<file path="config.mk">
export PLATFORM = sky130hd
export DESIGN_NAME = mem_request_arbiter
export DESIGN_NICKNAME = d
export VERILOG_FILES = /design/src/rtl/mem_request_arbiter.sv
export SDC_FILE = /design/constraint.sdc
export NUM_CORES = 1
export LEC_CHECK = 0
export CORE_AREA = 2 2 122 124
export CTS_BUF_LIST = sky130_fd_sc_hd__clkbuf_16
export DETAILED_ROUTE_END_ITERATION = 10
export DIE_AREA = 0 0 124 126
export GPL_TIMING_DRIVEN = 0
export PLACE_DENSITY = 0.79
export SYNTH_ARGS = -nofsm -noshare
export SYNTH_HDL_FRONTEND = slang
export SYNTH_SLANG_ARGS = --single-unit
</file>
<file path="constraint.sdc">
create_clock -name CLK -period 2.2 [get_ports CLK]
set_input_delay 0.44 -clock CLK [delete_from_list [all_inputs] [get_ports CLK]]
set_output_delay 0.44 -clock CLK [all_outputs]
set_load 0.01 [all_outputs]
</file>
<file path="src/rtl/mem_request_arbiter.sv">
// Single-port RAM arbiter serving instruction fetches and data loads/stores with fair priority,
// timeout recovery and one-cycle hit pulses. Define MEM_ARB_PERF_EN to add performance counters.
module mem_request_arbiter #(
    parameter int unsigned TIMEOUT  = 255,
    parameter logic [31:0] ERR_WORD = 32'hBAD1BAD1
) (
    input  logic        CLK,
    input  logic        nRST,
    input  logic        iREN,
    input  logic [31:0] iaddr,
    input  logic        dREN,
    input  logic        dWEN,
    input  logic [31:0] daddr,
    input  logic [31:0] dstore,
    input  logic [31:0] ramload,
    input  logic        ramready,
    output logic [31:0] iload,
    output logic        ihit,
    output logic [31:0] dload,
    output logic        dhit,
    output logic        ramREN,
    output logic        ramWEN,
    output logic [31:0] ramaddr,
    output logic [31:0] ramstore,
    output logic        err
`ifdef MEM_ARB_PERF_EN
    ,
    output logic [31:0] icount,
    output logic [31:0] dcount,
    output logic [31:0] stallcount
`endif
);

    typedef enum logic [1:0] {
        IDLE = 2'd0,
        IACC = 2'd1,
        DACC = 2'd2,
        DONE = 2'd3
    } state_t;

    typedef enum logic {
        PRIO_INSTR = 1'b0,
        PRIO_DATA  = 1'b1
    } prio_t;

    // Last access cycle before giving up: the counter would reach TIMEOUT on this edge.
    localparam logic [7:0] CNT_LAST = 8'(TIMEOUT - 1);

    state_t      state_q, state_d;
    prio_t       prio_q, prio_d;
    logic [7:0]  cnt_q, cnt_d;
    logic        dwr_q, dwr_d;
    logic        ramren_q, ramren_d;
    logic        ramwen_q, ramwen_d;
    logic [31:0] ramaddr_q, ramaddr_d;
    logic [31:0] ramstore_q, ramstore_d;
    logic [31:0] iload_q, iload_d;
    logic [31:0] dload_q, dload_d;
    logic        ihit_q, ihit_d;
    logic        dhit_q, dhit_d;
    logic        err_q, err_d;

    logic        d_pend;
    logic        timed_out;
    logic [31:0] rdata;

    always_comb begin
        state_d    = state_q;
        prio_d     = prio_q;
        cnt_d      = cnt_q;
        dwr_d      = dwr_q;
        ramren_d   = ramren_q;
        ramwen_d   = ramwen_q;
        ramaddr_d  = ramaddr_q;
        ramstore_d = ramstore_q;
        iload_d    = iload_q;
        dload_d    = dload_q;
        ihit_d     = 1'b0;
        dhit_d     = 1'b0;
        err_d      = 1'b0;

        d_pend    = dREN | dWEN;
        timed_out = (cnt_q == CNT_LAST);
        rdata     = ramready ? ramload : ERR_WORD;

        case (state_q)
            IDLE: begin
                cnt_d = 8'd0;
                if (d_pend && (prio_q == PRIO_DATA || !iREN)) begin
                    // A simultaneous read+write request is flagged and executed as a store.
                    state_d    = DACC;
                    ramaddr_d  = daddr;
                    ramstore_d = dstore;
                    dwr_d      = dWEN;
                    ramwen_d   = dWEN;
                    ramren_d   = ~dWEN;
                    err_d      = dREN & dWEN;
                end else if (iREN) begin
                    state_d   = IACC;
                    ramaddr_d = iaddr;
                    dwr_d     = 1'b0;
                    ramren_d  = 1'b1;
                    ramwen_d  = 1'b0;
                end
            end
            IACC, DACC: begin
                cnt_d = cnt_q + 8'd1;
                if (ramready || timed_out) begin
                    state_d  = DONE;
                    ramren_d = 1'b0;
                    ramwen_d = 1'b0;
                    err_d    = ~ramready;
                    if (state_q == IACC) begin
                        ihit_d  = 1'b1;
                        iload_d = rdata;
                        prio_d  = PRIO_DATA;
                    end else begin
                        dhit_d = 1'b1;
                        if (!dwr_q) begin
                            dload_d = rdata;
                        end
                        prio_d = PRIO_INSTR;
                    end
                end
            end
            DONE: begin
                // Requesters advance on this edge, so their inputs are not sampled here.
                state_d = IDLE;
                cnt_d   = 8'd0;
            end
            default: begin
                state_d = IDLE;
            end
        endcase
    end

    always_ff @(posedge CLK or negedge nRST) begin
        if (!nRST) begin
            state_q    <= IDLE;
            prio_q     <= PRIO_DATA;
            cnt_q      <= 8'd0;
            dwr_q      <= 1'b0;
            ramren_q   <= 1'b0;
            ramwen_q   <= 1'b0;
            ramaddr_q  <= 32'd0;
            ramstore_q <= 32'd0;
            iload_q    <= 32'd0;
            dload_q    <= 32'd0;
            ihit_q     <= 1'b0;
            dhit_q     <= 1'b0;
            err_q      <= 1'b0;
        end else begin
            state_q    <= state_d;
            prio_q     <= prio_d;
            cnt_q      <= cnt_d;
            dwr_q      <= dwr_d;
            ramren_q   <= ramren_d;
            ramwen_q   <= ramwen_d;
            ramaddr_q  <= ramaddr_d;
            ramstore_q <= ramstore_d;
            iload_q    <= iload_d;
            dload_q    <= dload_d;
            ihit_q     <= ihit_d;
            dhit_q     <= dhit_d;
            err_q      <= err_d;
        end
    end

    assign iload    = iload_q;
    assign ihit     = ihit_q;
    assign dload    = dload_q;
    assign dhit     = dhit_q;
    assign ramREN   = ramren_q;
    assign ramWEN   = ramwen_q;
    assign ramaddr  = ramaddr_q;
    assign ramstore = ramstore_q;
    assign err      = err_q;

`ifdef MEM_ARB_PERF_EN
    logic [31:0] icount_q, icount_d;
    logic [31:0] dcount_q, dcount_d;
    logic [31:0] stall_q, stall_d;

    // Counters update on the same edge as the hit they count, so they read current during DONE.
    always_comb begin
        icount_d = icount_q;
        dcount_d = dcount_q;
        stall_d  = stall_q;
        if (ihit_d && icount_q != 32'hFFFF_FFFF) begin
            icount_d = icount_q + 32'd1;
        end
        if (dhit_d && dcount_q != 32'hFFFF_FFFF) begin
            dcount_d = dcount_q + 32'd1;
        end
        if ((iREN | dREN | dWEN) && state_q != DONE && stall_q != 32'hFFFF_FFFF) begin
            stall_d = stall_q + 32'd1;
        end
    end

    always_ff @(posedge CLK or negedge nRST) begin
        if (!nRST) begin
            icount_q <= 32'd0;
            dcount_q <= 32'd0;
            stall_q  <= 32'd0;
        end else begin
            icount_q <= icount_d;
            dcount_q <= dcount_d;
            stall_q  <= stall_d;
        end
    end

    assign icount     = icount_q;
    assign dcount     = dcount_q;
    assign stallcount = stall_q;
`endif

endmodule

</file>
==> results by group <==
Yosys
  – Post-Syn Nets: 570
  – Synth unique cells: 36
  – Syn avg cell area: approximately 13 µm²
  – Syn Inst Count: roughly 430
  – Yosys reg bits: roughly 150
  – Ys Warns: 0
  – Synthesized area: about 5700 µm²
  – Top_reg_cell synth: dfrtp_1
  – Post-synth EDFFs: 0
  – Ys async rst share: 100%
  – Register area share after synthesis: 63.2%

Worst setup path
  – Max FO, Critical Path: 10
  – CP required: between 2 and 3 ns
  – CP cell instances: inv_1, ha_1, nand2b_1, nor2_2, nand2_2, clkbuf_1, o22a_2
  – CP bufs+invs: 2
  – Crit path DAT: about 2.3 ns
  – CP max stage delay: 0.40 ns
  – Family with the most delay on the worst path: simple AND/OR/NAND/NOR gates
  – Worst Setup End Kind: register
  – CP startpoint kind: register
  – Worst setup path class: reg2reg
  – Slowest CP cell: dfrtp_1

Power
  – Clock Power Share: roughly 22%
  – Comb pwr share: 44.3%
  – P_sw: 4.39 mW
  – Final Power: 13.7 mW
  – Sw frac: 32.0%
  – Sequential power share: between 30% and 40%
  – Internal Power: 9.32 mW
  – Max rail drop VDD: 0.000986 V
  – PwrDens: 1470 nW/µm²
  – Static Leak: between 3 and 4 nW

Die
  – CORE AREA: 14300 µm²
  – Die height: 126 µm
  – Initial Util: 40.1%
  – Die Area: 15600 µm²
  – Die W: ~120 µm
  – Row count: 44
  – I/O pin total: 267

Global route
  – Largest net degree at the start of global routing: 105
  – Global-route wire length before repair: 24200 µm
  – Total track usage: between 20% and 30%
  – Number of global-route vias before repair: 4872
  – Final global-route overflow total: 0
  – Initial antenna violation count: 0

Detailed routing
  – Post-DRT Antenna Nets: 0
  – Routed wl met2: between 8000 and 9000 µm
  – Final wirelength: 15900 µm
  – Met3 WL: 1420 µm
  – Via density: approximately 5
  – WL/cell: around 17 µm
  – # DRC: 0
  – Starting DRT DRC Count: 220
  – Wl on met1: 6160 µm
  – Routed vias: about 4.6k
  – Top sig layer: met4
  – DR pass1 iterations: 6

Min path
  – Hold Crit Class: reg2reg

Cells and area
  – Most frequent cells in the layout: clkdlybuf4s50_1, dfrtp_1, nand2_1, o21ai_0, mux2_2
  – FILL cells: 1063
  – Design Area, Final: 9300 µm²
  – NumNets Final: 857
  – Ant. Diodes: 0
  – Area Growth Syn to Fin: 61.9%
  – Share of layout cells above drive strength 1: 14.0%
  – Most common cell after layout, fill and taps aside: clkdlybuf4s50_1

CTS
  – # H-tree levels: 4
  – Clock Path Buffers: 2
  – CTS Buf Count: 17
  – Clk slew on worst S/H paths: approximately 0.060 ns
  – CTS root buf: clkbuf_16
  – Setup Buffers After CTS: 0
  – CTS tree: yes
  – Clock latency on the worst-skew pair: 0.42 ns
  – Clock sink count: about 150

Placed design
  – Routability cong.: 0.814
  – Cell area after placement: 8670 µm²
  – Port Buffer Count: 266
  – Pre-CTS WS: -0.246 ns
  – Post-detail-place hpwl: roughly 12000 µm

Timing
  – Fin crit share: 92.6%
  – Final setup vio count: 0
  – Final hold vios: 0
  – Least-Margin Pin Slew: 0.523 ns
  – Final Max Slew Viols: 0
  – Worst slew margin: 64.7%
  – WHS: 0.478 ns
  – Post-route setup TNS: 0 ns
  – Post-route minimum period: 2.04 ns
  – Final setup skew: 0.00780 ns
  – Final worst slack: 0.164 ns
  – Unrepaired setup endpoints after global routing: false
  – Max Freq: a little under 500 MHz

Run
  – Max cap viols: 0

Run status
  – Status: finished, final reports clean
## metrics by stage
step	util, %	instances
after floorplan	-	431
after global placement	60.4	881
after detailed placement	60.6	882
after CTS	64.9	915
after global routing	65.0	915
final	65.0	915
## repair_timing
item | CTS | global route
gates resized for setup | 0 | 3
endpoints found under the hold margin | 41 | 0
hold buffers | 1 | 0
setup endpoints to repair | 0 | 29
## path summary, 6_finish.rpt
kind,start,slack [ns],cells past startpoint,to
max in group asynchronous,nRST,0.86,3,ramstore[2]
setup reg to reg,state_q[0],0.16,7,dload[27]
hold / removal,cnt_q[0],0.48,1,cnt_q[0]
setup / recovery,state_q[0],0.16,7,dload[27]
min in group asynchronous,nRST,0.51,2,ramaddr[9]
hold reg to reg,cnt_q[0],0.48,1,cnt_q[0]
## kinds of logic after synthesis
kind of cell	synth area share, %
AOI/OAI and AO/OA	14.6
xor gates and xnor gates	0.610
adders and majority gates	1.09
buffers and inverters	2.46
DFF	63.2
muxes	12.4
and+or+nand+nor	5.68
## routing by layer
| layer | vias to the layer above | GRT usage (%) |
|---|---|---|
| met2 | 194 | 34.5 |
| met3 | 26 | 7.43 |
| met4 | 0 | 8.20 |
| met1 | 2233 | 22.7 |
| li1 | 2142 | - |
| met5 | - | 0 |
## cell type report
type	count	area (µm²)	share of cell area [%]
inverter	5	22.5	0.242
sequential	145	3630	39.0
tap	184	230	2.47
clock inverter	15	190	2.04
timing repair buffer	268	2700	29.0
buffer	25	123	1.32
clock buffer	17	425	4.57
multi-input combinational	256	1980	21.3
## synthesized netlist by cell type (2+ instances only)
master	n	area share, %
a22o_1	31	4.7
mux2_2	35	6.9
o21ai_0	37	3.2
dfrtp_1	144	63
or3_1	2	0.22
clkbuf_1	9	0.59
o22a_2	10	1.7
inv_1	4	0.26
a21oi_1	3	0.26
and2_1	4	0.44
nand2_1	38	2.5
nor2_1	11	0.72
ha_1	5	1.1
o22a_1	26	4.0
nand2b_1	2	0.22
nand3_1	4	0.35
buf_2	14	1.2
xor2_1	3	0.46
mux2i_1	32	5.6
## flip-flops by register name, summed over array words and instances, names as in the netlist
name / flops
ramWEN: 1
prio_q: 1
ramREN: 1
ramaddr: 32
ihit: 1
cnt_q: 8
dwr_q: 1
iload: 32
dload: 32
ramstore: 32
state_q: 2
dhit: 1
err: 1
## power groups by stage
stage	clock, mW	sequential (mW)	combinational, mW
floorplan	0	5.14	2.23
global placement	0	4.59	5.95
detailed placement	0	4.67	6.11
CTS	3.06	4.64	6.15
global route	3.19	4.77	6.54
finish	3.00	4.63	6.07
Note: power is estimated with default switching activity, not from simulation.
